===== src/rtl/regfile_pkg.sv =====
// rtl/regfile_pkg.sv - shared constants and popcount helper for the register file
package regfile_pkg;

    localparam int XLEN_DEFAULT = 32;
    localparam int REG_ZERO     = 0;
    localparam int POP_MAX      = 1024;

    function automatic int unsigned popcount(input logic [POP_MAX-1:0] v);
        int unsigned n;
        n = 0;
        for (int i = 0; i < POP_MAX; i++) begin
            if (v[i]) n++;
        end
        return n;
    endfunction

endpackage


===== src/rtl/regfile_scoreboard.sv =====
// rtl/regfile_scoreboard.sv - pending-write busy bits with flush/clear/set priority and count
module regfile_scoreboard
    import regfile_pkg::*;
#(
    parameter  int NREG = 32,
    localparam int AW   = $clog2(NREG),
    localparam int CW   = AW + 1
) (
    input  logic            clk,
    input  logic            rst_n,
    input  logic            flush,
    input  logic            wr_en,
    input  logic [AW-1:0]   wr_addr,
    input  logic            issue,
    input  logic [AW-1:0]   issue_addr,
    output logic [NREG-1:0] busy,
    output logic [CW-1:0]   busy_cnt
);

    logic [NREG-1:0]    bits_next;
    logic [POP_MAX-1:0] pad;

    // Set is applied after clear so a fresh producer supersedes the retiring one.
    always_comb begin
        bits_next = busy;
        if (flush) begin
            bits_next = '0;
        end else begin
            if (wr_en && wr_addr != AW'(REG_ZERO))
                bits_next[wr_addr] = 1'b0;
            if (issue && issue_addr != AW'(REG_ZERO))
                bits_next[issue_addr] = 1'b1;
        end
    end

    always_comb begin
        pad = '0;
        pad[NREG-1:0] = bits_next;
    end

    always_ff @(posedge clk or negedge rst_n) begin
        if (!rst_n) begin
            busy     <= '0;
            busy_cnt <= '0;
        end else begin
            busy     <= bits_next;
            busy_cnt <= CW'(popcount(pad));
        end
    end

endmodule


===== src/rtl/reg_file_sb.sv =====
// rtl/reg_file_sb.sv - multi-port register file with write bypass and pending-write scoreboard
module reg_file_sb
    import regfile_pkg::*;
#(
    parameter  int XLEN   = XLEN_DEFAULT,
    parameter  int NREG   = 32,
    parameter  int NRD    = 2,
    parameter  bit BYPASS = 1'b1,
    localparam int AW     = $clog2(NREG)
) (
    input  logic                CLK,
    input  logic                RESET,
    input  logic [XLEN-1:0]     IN,
    input  logic [AW-1:0]       INADDRESS,
    input  logic                WRITE,
    input  logic [NRD*AW-1:0]   OUTADDRESS,
    output logic [NRD*XLEN-1:0] OUT,
    input  logic                ISSUE,
    input  logic [AW-1:0]       ISSUE_ADDR,
    input  logic                FLUSH,
    output logic [NRD-1:0]      PENDING,
    output logic                HAZARD,
    output logic [AW:0]         BUSY_CNT
);

    logic [XLEN-1:0] regs [NREG];
    logic [NREG-1:0] busy;
    logic [AW-1:0]   raddr;
    logic            wr_hit;

    // Gated by reset so a write held during reset neither lands nor bypasses.
    assign wr_hit = RESET && WRITE && (INADDRESS != AW'(REG_ZERO));

    always_ff @(posedge CLK or negedge RESET) begin
        if (!RESET) begin
            for (int i = 0; i < NREG; i++) regs[i] <= '0;
        end else if (wr_hit) begin
            regs[INADDRESS] <= IN;
        end
    end

    regfile_scoreboard #(.NREG(NREG)) u_sb (
        .clk        (CLK),
        .rst_n      (RESET),
        .flush      (FLUSH),
        .wr_en      (wr_hit),
        .wr_addr    (INADDRESS),
        .issue      (ISSUE),
        .issue_addr (ISSUE_ADDR),
        .busy       (busy),
        .busy_cnt   (BUSY_CNT)
    );

    always_comb begin
        OUT     = '0;
        PENDING = '0;
        raddr   = '0;
        for (int k = 0; k < NRD; k++) begin
            raddr = OUTADDRESS[k*AW +: AW];
            assert (int'(raddr) < NREG);
            if (raddr == AW'(REG_ZERO) || int'(raddr) >= NREG) begin
                OUT[k*XLEN +: XLEN] = '0;
            end else if (BYPASS && wr_hit && INADDRESS == raddr) begin
                OUT[k*XLEN +: XLEN] = IN;
            end else begin
                OUT[k*XLEN +: XLEN] = regs[raddr];
            end
            // A value forwarded this cycle no longer blocks its consumer.
            PENDING[k] = busy[raddr] && !(BYPASS && wr_hit && INADDRESS == raddr);
        end
    end

    assign HAZARD = |PENDING;

endmodule


===== config.mk =====
export PLATFORM = sky130hd
export DESIGN_NAME = reg_file_sb
export DESIGN_NICKNAME = d
export VERILOG_FILES = /design/src/rtl/regfile_pkg.sv /design/src/rtl/regfile_scoreboard.sv /design/src/rtl/reg_file_sb.sv
export SDC_FILE = /design/constraint.sdc
export NUM_CORES = 2
export LEC_CHECK = 0
export CAP_MARGIN = 25
export CORE_ASPECT_RATIO = 0.75
export CORE_MARGIN = 3
export CORE_UTILIZATION = 60
export DETAILED_ROUTE_END_ITERATION = 7
export GPL_ROUTABILITY_DRIVEN = 0
export PLACE_DENSITY = 0.77
export SYNTH_ARGS = -nofsm -noshare
export SYNTH_HDL_FRONTEND = slang
export SYNTH_SLANG_ARGS = --single-unit

===== constraint.sdc =====
create_clock -name CLK -period 17.15 [get_ports CLK]
set_input_delay 2.5725 -clock CLK [delete_from_list [all_inputs] [get_ports CLK]]
set_output_delay 2.5725 -clock CLK [all_outputs]
set_load 0.01 [all_outputs]

# Yosys cells after proc, flatten, opt, wreduce, memory -nomap -nowiden

Index checks and enable logic that the tools add are counted.

Add/subtract/negate cells: 31
$mul: 0
Div/mod/pow operators: 0
$lt $le $gt $ge: 10
Equality and inequality tests: 2
Shifts and indexed selects: 0
Muxes and demuxes: 57
Bitwise logic cells: 6
Reduce and logical (&&, ||, !) cells: 18

Operators by type and width:

| kind                | number |
|---|---|
| $bwmux 1024         | 1 |
| $mux 32             | 13 |
| $bmux 32 s5         | 2 |
| $mux 6              | 30 |
| $add 6x1->6 const B | 29 |
| $demux 32 s5        | 1 |
| $and 32x32->32      | 1 |
| $not 32->32         | 1 |
| $or 32x32->32       | 1 |
| $lt 5x6->1 const B  | 4 |
| $ge 6x6->1 const B  | 3 |
| $not 5->6           | 3 |
| $logic_and 1x1->1   | 11 |
| $bmux 1 s5          | 2 |
| $demux 1 s5         | 2 |
| $eq 5x5->1          | 2 |
| $ge 5x1->1 const B  | 2 |
| $logic_not 5->1     | 2 |
| $reduce_bool 5->1   | 2 |
| $lt 6x1->1 const B  | 1 |
| $mux 1              | 5 |
| $add 2x1->3 const B | 1 |
| $add 1x1->2 const B | 1 |
| $logic_not 1->1     | 2 |
| 2 further kinds     | 2 |

Flip-flop bits (word level): 1062
Bits in latches: 0
Memory bits (writable): 0
ROM bits: 0
Input port bits: 57
Logic and storage cells: 158
Memories: 0

# Longest topological paths before layout

Word-level depth: 74
Mapped depth: 102

# Modules after synthesis

A second synthesis with hierarchy kept.

Cell total of the unflattened synthesis: 4742
Area total of the unflattened synthesis: 62251.0 sq um

By module, submodules not included:

| module             | instances | cells each | area each (sq um) | sequential area each (sq um) |
|---|---|---|---|---|
| reg_file_sb        | 1         | 3909       | 55723.4           | 25624.6 |
| regfile_scoreboard | 1         | 833        | 6527.5            | 950.9 |

# Worst setup path before layout

Ideal clock, no wire load.

Path type: input port to flip-flop
Start point: input INADDRESS[1]
End point: register u_sb.busy_cnt[4]
Setup time: 80 ps
Arrival: 18110 ps
Data required time: 17070 ps
Setup slack: -1040 ps
Stages on the path: 94
Buffers on the path: 3
Cell sequence: buf_2 and4b_1 clkbuf_1 nand2_1 buf_1 nand2_1 nand2_1 nand2_1 ha_1 inv_1 xnor2_1 ha_1 o21ai_0 o31a_1 inv_1 ha_1 a21oi_1 a21oi_1 [... 58 more ...] ha_1 xnor2_1 nand3_1 o211ai_1 ha_1 nand2_1 o21ai_0 ha_1 mux2_2 ha_1 mux2_2 ha_1 nand2_1 nor2_1 a21oi_1 nor2_1 a21oi_1 xnor2_1

Word-level cells in the longest chain between the ends: 74
Elaborated cells on any way between the ends: 78

Ends and longest elaborated chain:

| item                                                                  | line                     | RTL |
|---|---|---|
| start: declaration                                                    | reg_file_sb.sv:14        | `input logic [AW-1:0] INADDRESS,` |
| $lt 5x6->1 (implied by the code) / $ge 5x1->1 (equally long branches) | regfile_scoreboard.sv:30 | `bits_next[wr_addr] = 1'b0;` |
| $logic_and 1x1->1 (implied by the code)                               | regfile_scoreboard.sv:30 |  |
| $mux 1 (implied by the code)                                          | regfile_scoreboard.sv:30 |  |
| $demux 1 s5                                                           | -                        |  |
| $not 32->32 (no line)                                                 | -                        |  |
| $and 32x32->32 (no line)                                              | -                        |  |
| $mux 32 (*)                                                           | regfile_scoreboard.sv:29 | `if (wr_en && wr_addr != AW'(REG_ZERO))` |
| $mux 32 (*)                                                           | regfile_scoreboard.sv:26 | `if (flush) begin` |
| [... 58 more ...]                                                     | -                        |  |
| $add 6x1->6                                                           | regfile_pkg.sv:12        | `if (v[i]) n++;` |
| $mux 6                                                                | regfile_pkg.sv:12        |  |
| $add 6x1->6                                                           | regfile_pkg.sv:12        |  |
| $mux 6                                                                | regfile_pkg.sv:12        |  |
| $add 6x1->6                                                           | regfile_pkg.sv:12        |  |
| $mux 6                                                                | regfile_pkg.sv:12        |  |
| $add 6x1->6                                                           | regfile_pkg.sv:12        |  |
| $mux 6 (*)                                                            | regfile_pkg.sv:12        |  |
| end signal: assignment                                                | regfile_scoreboard.sv:47 | `busy_cnt <= CW'(popcount(pad));` |
| end: declaration                                                      | regfile_scoreboard.sv:17 | `output logic [CW-1:0] busy_cnt` |

Every way passes the cells marked *; elsewhere a longest branch is shown, timed or not. The select of a mux whose other input is x is not followed.
A chain may end at the register's enable or synchronous reset.

# Worst setup path in the final report

Start point: input ISSUE_ADDR[4]
End point: register u_sb.busy_cnt[4]

Word-level cells in the longest chain between the ends: 70
Elaborated cells on any way between the ends: 73

Ends and longest elaborated chain:

| item                                                                  | line                     | RTL |
|---|---|---|
| start: declaration                                                    | reg_file_sb.sv:19        | `input logic [AW-1:0] ISSUE_ADDR,` |
| $lt 5x6->1 (implied by the code) / $ge 5x1->1 (equally long branches) | regfile_scoreboard.sv:32 | `bits_next[issue_addr] = 1'b1;` |
| $logic_and 1x1->1 (implied by the code)                               | regfile_scoreboard.sv:32 |  |
| $mux 1 (implied by the code)                                          | regfile_scoreboard.sv:32 |  |
| $demux 1 s5                                                           | -                        |  |
| $or 32x32->32 (no line)                                               | -                        |  |
| $mux 32 (*)                                                           | regfile_scoreboard.sv:31 | `if (issue && issue_addr != AW'(REG_ZERO))` |
| $mux 32 (*)                                                           | regfile_scoreboard.sv:26 |  |
| $mux 1                                                                | regfile_pkg.sv:12        |  |
| [... 54 more ...]                                                     | -                        |  |
| $add 6x1->6                                                           | regfile_pkg.sv:12        |  |
| $mux 6                                                                | regfile_pkg.sv:12        |  |
| $add 6x1->6                                                           | regfile_pkg.sv:12        |  |
| $mux 6                                                                | regfile_pkg.sv:12        |  |
| $add 6x1->6                                                           | regfile_pkg.sv:12        |  |
| $mux 6                                                                | regfile_pkg.sv:12        |  |
| $add 6x1->6                                                           | regfile_pkg.sv:12        |  |
| $mux 6 (*)                                                            | regfile_pkg.sv:12        |  |

Every way passes the cells marked *; elsewhere a longest branch is shown, timed or not.

==> summary.md <==
| Metric | Value |
|---|---|
| R2R depth | 90 |
| Syn nets | 4,514 |
| CTS tree | yes |
| Die Ht | 284 um |
| 1st-iter DRT viols | 4,185 |
| CTS H-tree depth | 3 |
| Synth Area in Compound Gates | 4.90% |
| Max cap viols | 0 |
| FF-to-FF Start | u_sb.busy[1] |
| Area post-placement | 65,100 um2 |
| Wirelength per Cell | 31.4 um |
| Dominant cell type by area after synthesis | dfrtp_1 |
| PortBufs | 129 |
| R2R Setup Slk | 2.22 ns |
| Synth Area in Adders | 0.660% |
| Worst Hold Launch | regs[1010] |
| Hold Path Depth | 0 |
| Rows | 101 |
| Crit path setup slack, layout | 0.223 ns |
| Synth Flop Type | dfrtp_1 |
| Setup WS pre-CTS | -1.15 ns |
| Met3 GRT Util | 8.13% |
| CTS Buffer Depth | 3 |
| Max Slew Vio Count | 0 |
| Core region area | 102,000 um2 |
| GR Util met1 | 47.5% |
| HPWL Detailed | 101 mm |
| Slowest stage delay, CP | 0.53 ns |
| Synth top area cells | dfrtp_1 43%, mux4_2 20%, mux2_2 19%, mux2i_1 2.7%, clkbuf_1 2.1% |
| Crit-path max FO | 4 |
| Ys async rst share | 100% |
| GR peak layer | met2 |
| Critical path endpoint category | flop |
| Share of post-route cells with drive strength above 1 | 48.7% |
| Root Buffer | clkbuf_16 |
| Most used cell, CP | ha_1 |
| Largest family of logic cells by synthesized area | multiplexers |
| Slowest library cell on the worst path | or4b_4 |
| Post-route insts no fill | 5,909 |
| Inst Count DP | 5,652 |
| Area Growth Syn to Fin | 13.2% |
| Cell Area, Synth | 61,800 um2 |
| Final Cell Area | 69,900 um2 |
| F_max | 59.1 MHz |
| Clk slew on worst S/H paths | 0.06 ns |
| Met2 GRT Util | 53.4% |
| Post-synthesis register bit count | 1,062 |
| Crit path required time | 17.74 ns |
| Fraction of the cycle the final worst path needs | 98.7% |
| Skew final | 0.0138 ns |
| R2R Path End | u_sb.busy_cnt[4] |
| Post-route ant nets | 0 |
| Starting Density | 60.7% |
| Crit Path Class | input pin to flop |
| Worst-Margin Slew | 1.12 ns |
| CTS Sinks | 1,062 |
| GR Overflow Total | 0 |
| Setup-failing EPs final | 0 |
| Hold_buf cts | 0 |
| Slew Limit Headroom | 25.0% |
| Synth Area in XOR/XNOR | 2.75% |
| Gr usage total | 34.5% |
| Proportion of synthesized area in mux cells | 41.8% |
| Hold endpoint | regs[1010] |
| Run status | completed |
| Post-Route WL | 185 mm |
| Cts bufs inserted | 107 |
| Clk Latency, worst-skew pair | 0.71 ns |
| Post-Synthesis Cells | 4,426 |
| Sequential fraction of the synthesis area | 43.0% |
| Arr. time, crit path | 17.52 ns |
| Fin crit period | 16.93 ns |
| Pleak | 30.9 nW |
| VDD IR max | 89.3 uV |
| Post-synth top area share | 43.0% |
| Syn_area_per_cell | 14.0 um2 |
| Number of flops mapped to enable cells by yosys | 0 |
| Worst min-delay path class | flop to flop |
| Drt pass-1 iters | 5 |
| RSZ-0062 raised after global routing | true |
| Initial antenna violation count | 9 |
| Tot Pwr | 6.93 mW |
| DR vias/cell | 7.12 |
| Vias in the first global route | 42,500 |
| Wire length of the first global-routing pass | 276 mm |
| Via count | 42,100 |
| Number of hold violations in the final report | 0 |
| Unique masters post-synth | 98 |
| Num ports | 130 |
| CP Launch Type | input pin |
| Pin count of the biggest net entering global routing | 167 |
| Die area | 107,000 um2 |
| Nets@finish | 4,565 |
| Post-synthesis simple-gate area fraction | 3.88% |
| PD cells | 99.1 nW/um2 |
| Residual DRC | 0 |
| Die width | 377 um |
| Setup TNS | 0 ns |
| Synth warn | 0 |
==> through the flow <==
stage          utilization, %  hold slack, ns
3_3_place_gp             63.9           0.380
3_5_place_dp             64.0           0.385
4_1_cts                  68.0           0.400
5_1_grt                  68.7           0.413
6_report                 68.7           0.396
2_1_floorplan               -           0.441
==> critical path: cells and delay by family <==
kind / cells / cell delay [ns]
mux: 3 / 0.55
fa+ha+maj: 16 / 4.48
buf+inv: 7 / 0.76
compound gates: 33 / 4.47
simple gates: 18 / 3.03
xor+xnor: 10 / 1.67
==> worst max path at each step <==
stage                        from                to  depth (start not counted)
floorplan            INADDRESS[1]  u_sb.busy_cnt[4]                         96
global placement    ISSUE_ADDR[2]  u_sb.busy_cnt[4]                         90
detailed placement  ISSUE_ADDR[2]  u_sb.busy_cnt[4]                         91
CTS                 ISSUE_ADDR[3]  u_sb.busy_cnt[4]                         88
global route        ISSUE_ADDR[4]  u_sb.busy_cnt[4]                         87
finish              ISSUE_ADDR[4]  u_sb.busy_cnt[4]                         87
==> where the power goes <==
part	internal (mW)	leakage, nW	total (mW)	switching (mW)
Sequential	2.82	14.2	3.06	0.238
Combinational	0.788	14.9	1.37	0.578
Clock	1.46	1.83	2.51	1.05
==> layer usage <==
layer	up-vias	routed length, um
met5	-	13
met3	525	17100
li1	17100	-
met2	2175	86500
met4	2	8480
met1	22300	73200
==> cell type report <==
class,count,area [um2]
diodes,5,12.5
clock buffers,157,3160
clock inverters,40,611
fillers,6744,31800
inverters,39,146
multi-input cells,2868,34100
flip-flops and latches,1062,26600
well taps,1339,1680
repair buffers,399,3630
==> flip-flops by register name, summed over array words and instances, names as in the netlist <==
signal and count:
u_sb.busy 32, u_sb.busy_cnt 6, regs 1024
==> cell usage after synthesis, types with 34 or more instances <==
library cell  instances
xor2_1               40
clkbuf_1            341
nand2_1             107
mux4_2              558
o21ai_0              54
buf_1               108
mux2i_1             166
dfrtp_1            1062
o22ai_1              34
xnor2_1              92
a21oi_1             120
a211oi_1             79
mux2_2             1026
nor2_1              176
==> cells by family (layout without fill, tap and decap cells) <==
kind of cell               count (synthesis)  in the layout
adders and majority gates                 33             33
muxes                                   1752           1752
buffers and inverters                    496            635
and+or+nand+nor                          484            484
other                                      0              5
AOI/OAI and AO/OA                        441            441
xor gates and xnor gates                 158            158
DFF                                     1062           1062
==> cells in the final DEF (no fill, tap or decap), drive strengths merged, types with 28 or more instances in the layout <==
| master | count |
|---|---|
| xnor2 | 95 |
| ha | 31 |
| clkdlybuf4s50 | 105 |
| nor2 | 178 |
| nand2 | 107 |
| clkbuf | 165 |
| nand3 | 29 |
| mux4 | 558 |
| mux2i | 167 |
| o22ai | 34 |
| dfrtp | 1062 |
| inv | 39 |
| a21oi | 121 |
| a211oi | 80 |
| mux2 | 1027 |
| buf | 278 |
| xor2 | 49 |
| o21ai | 55 |
| o211ai | 28 |
==> timing repair <==
action | 4_1_cts | 5_1_grt
cloned | 0 | 0
pin swaps | 27 | 68
resized for setup | 31 | 85
endpoints found under the setup margin | 5 | 5
buffers inserted | 23 | 24
Power figures use the tool's default switching activity.
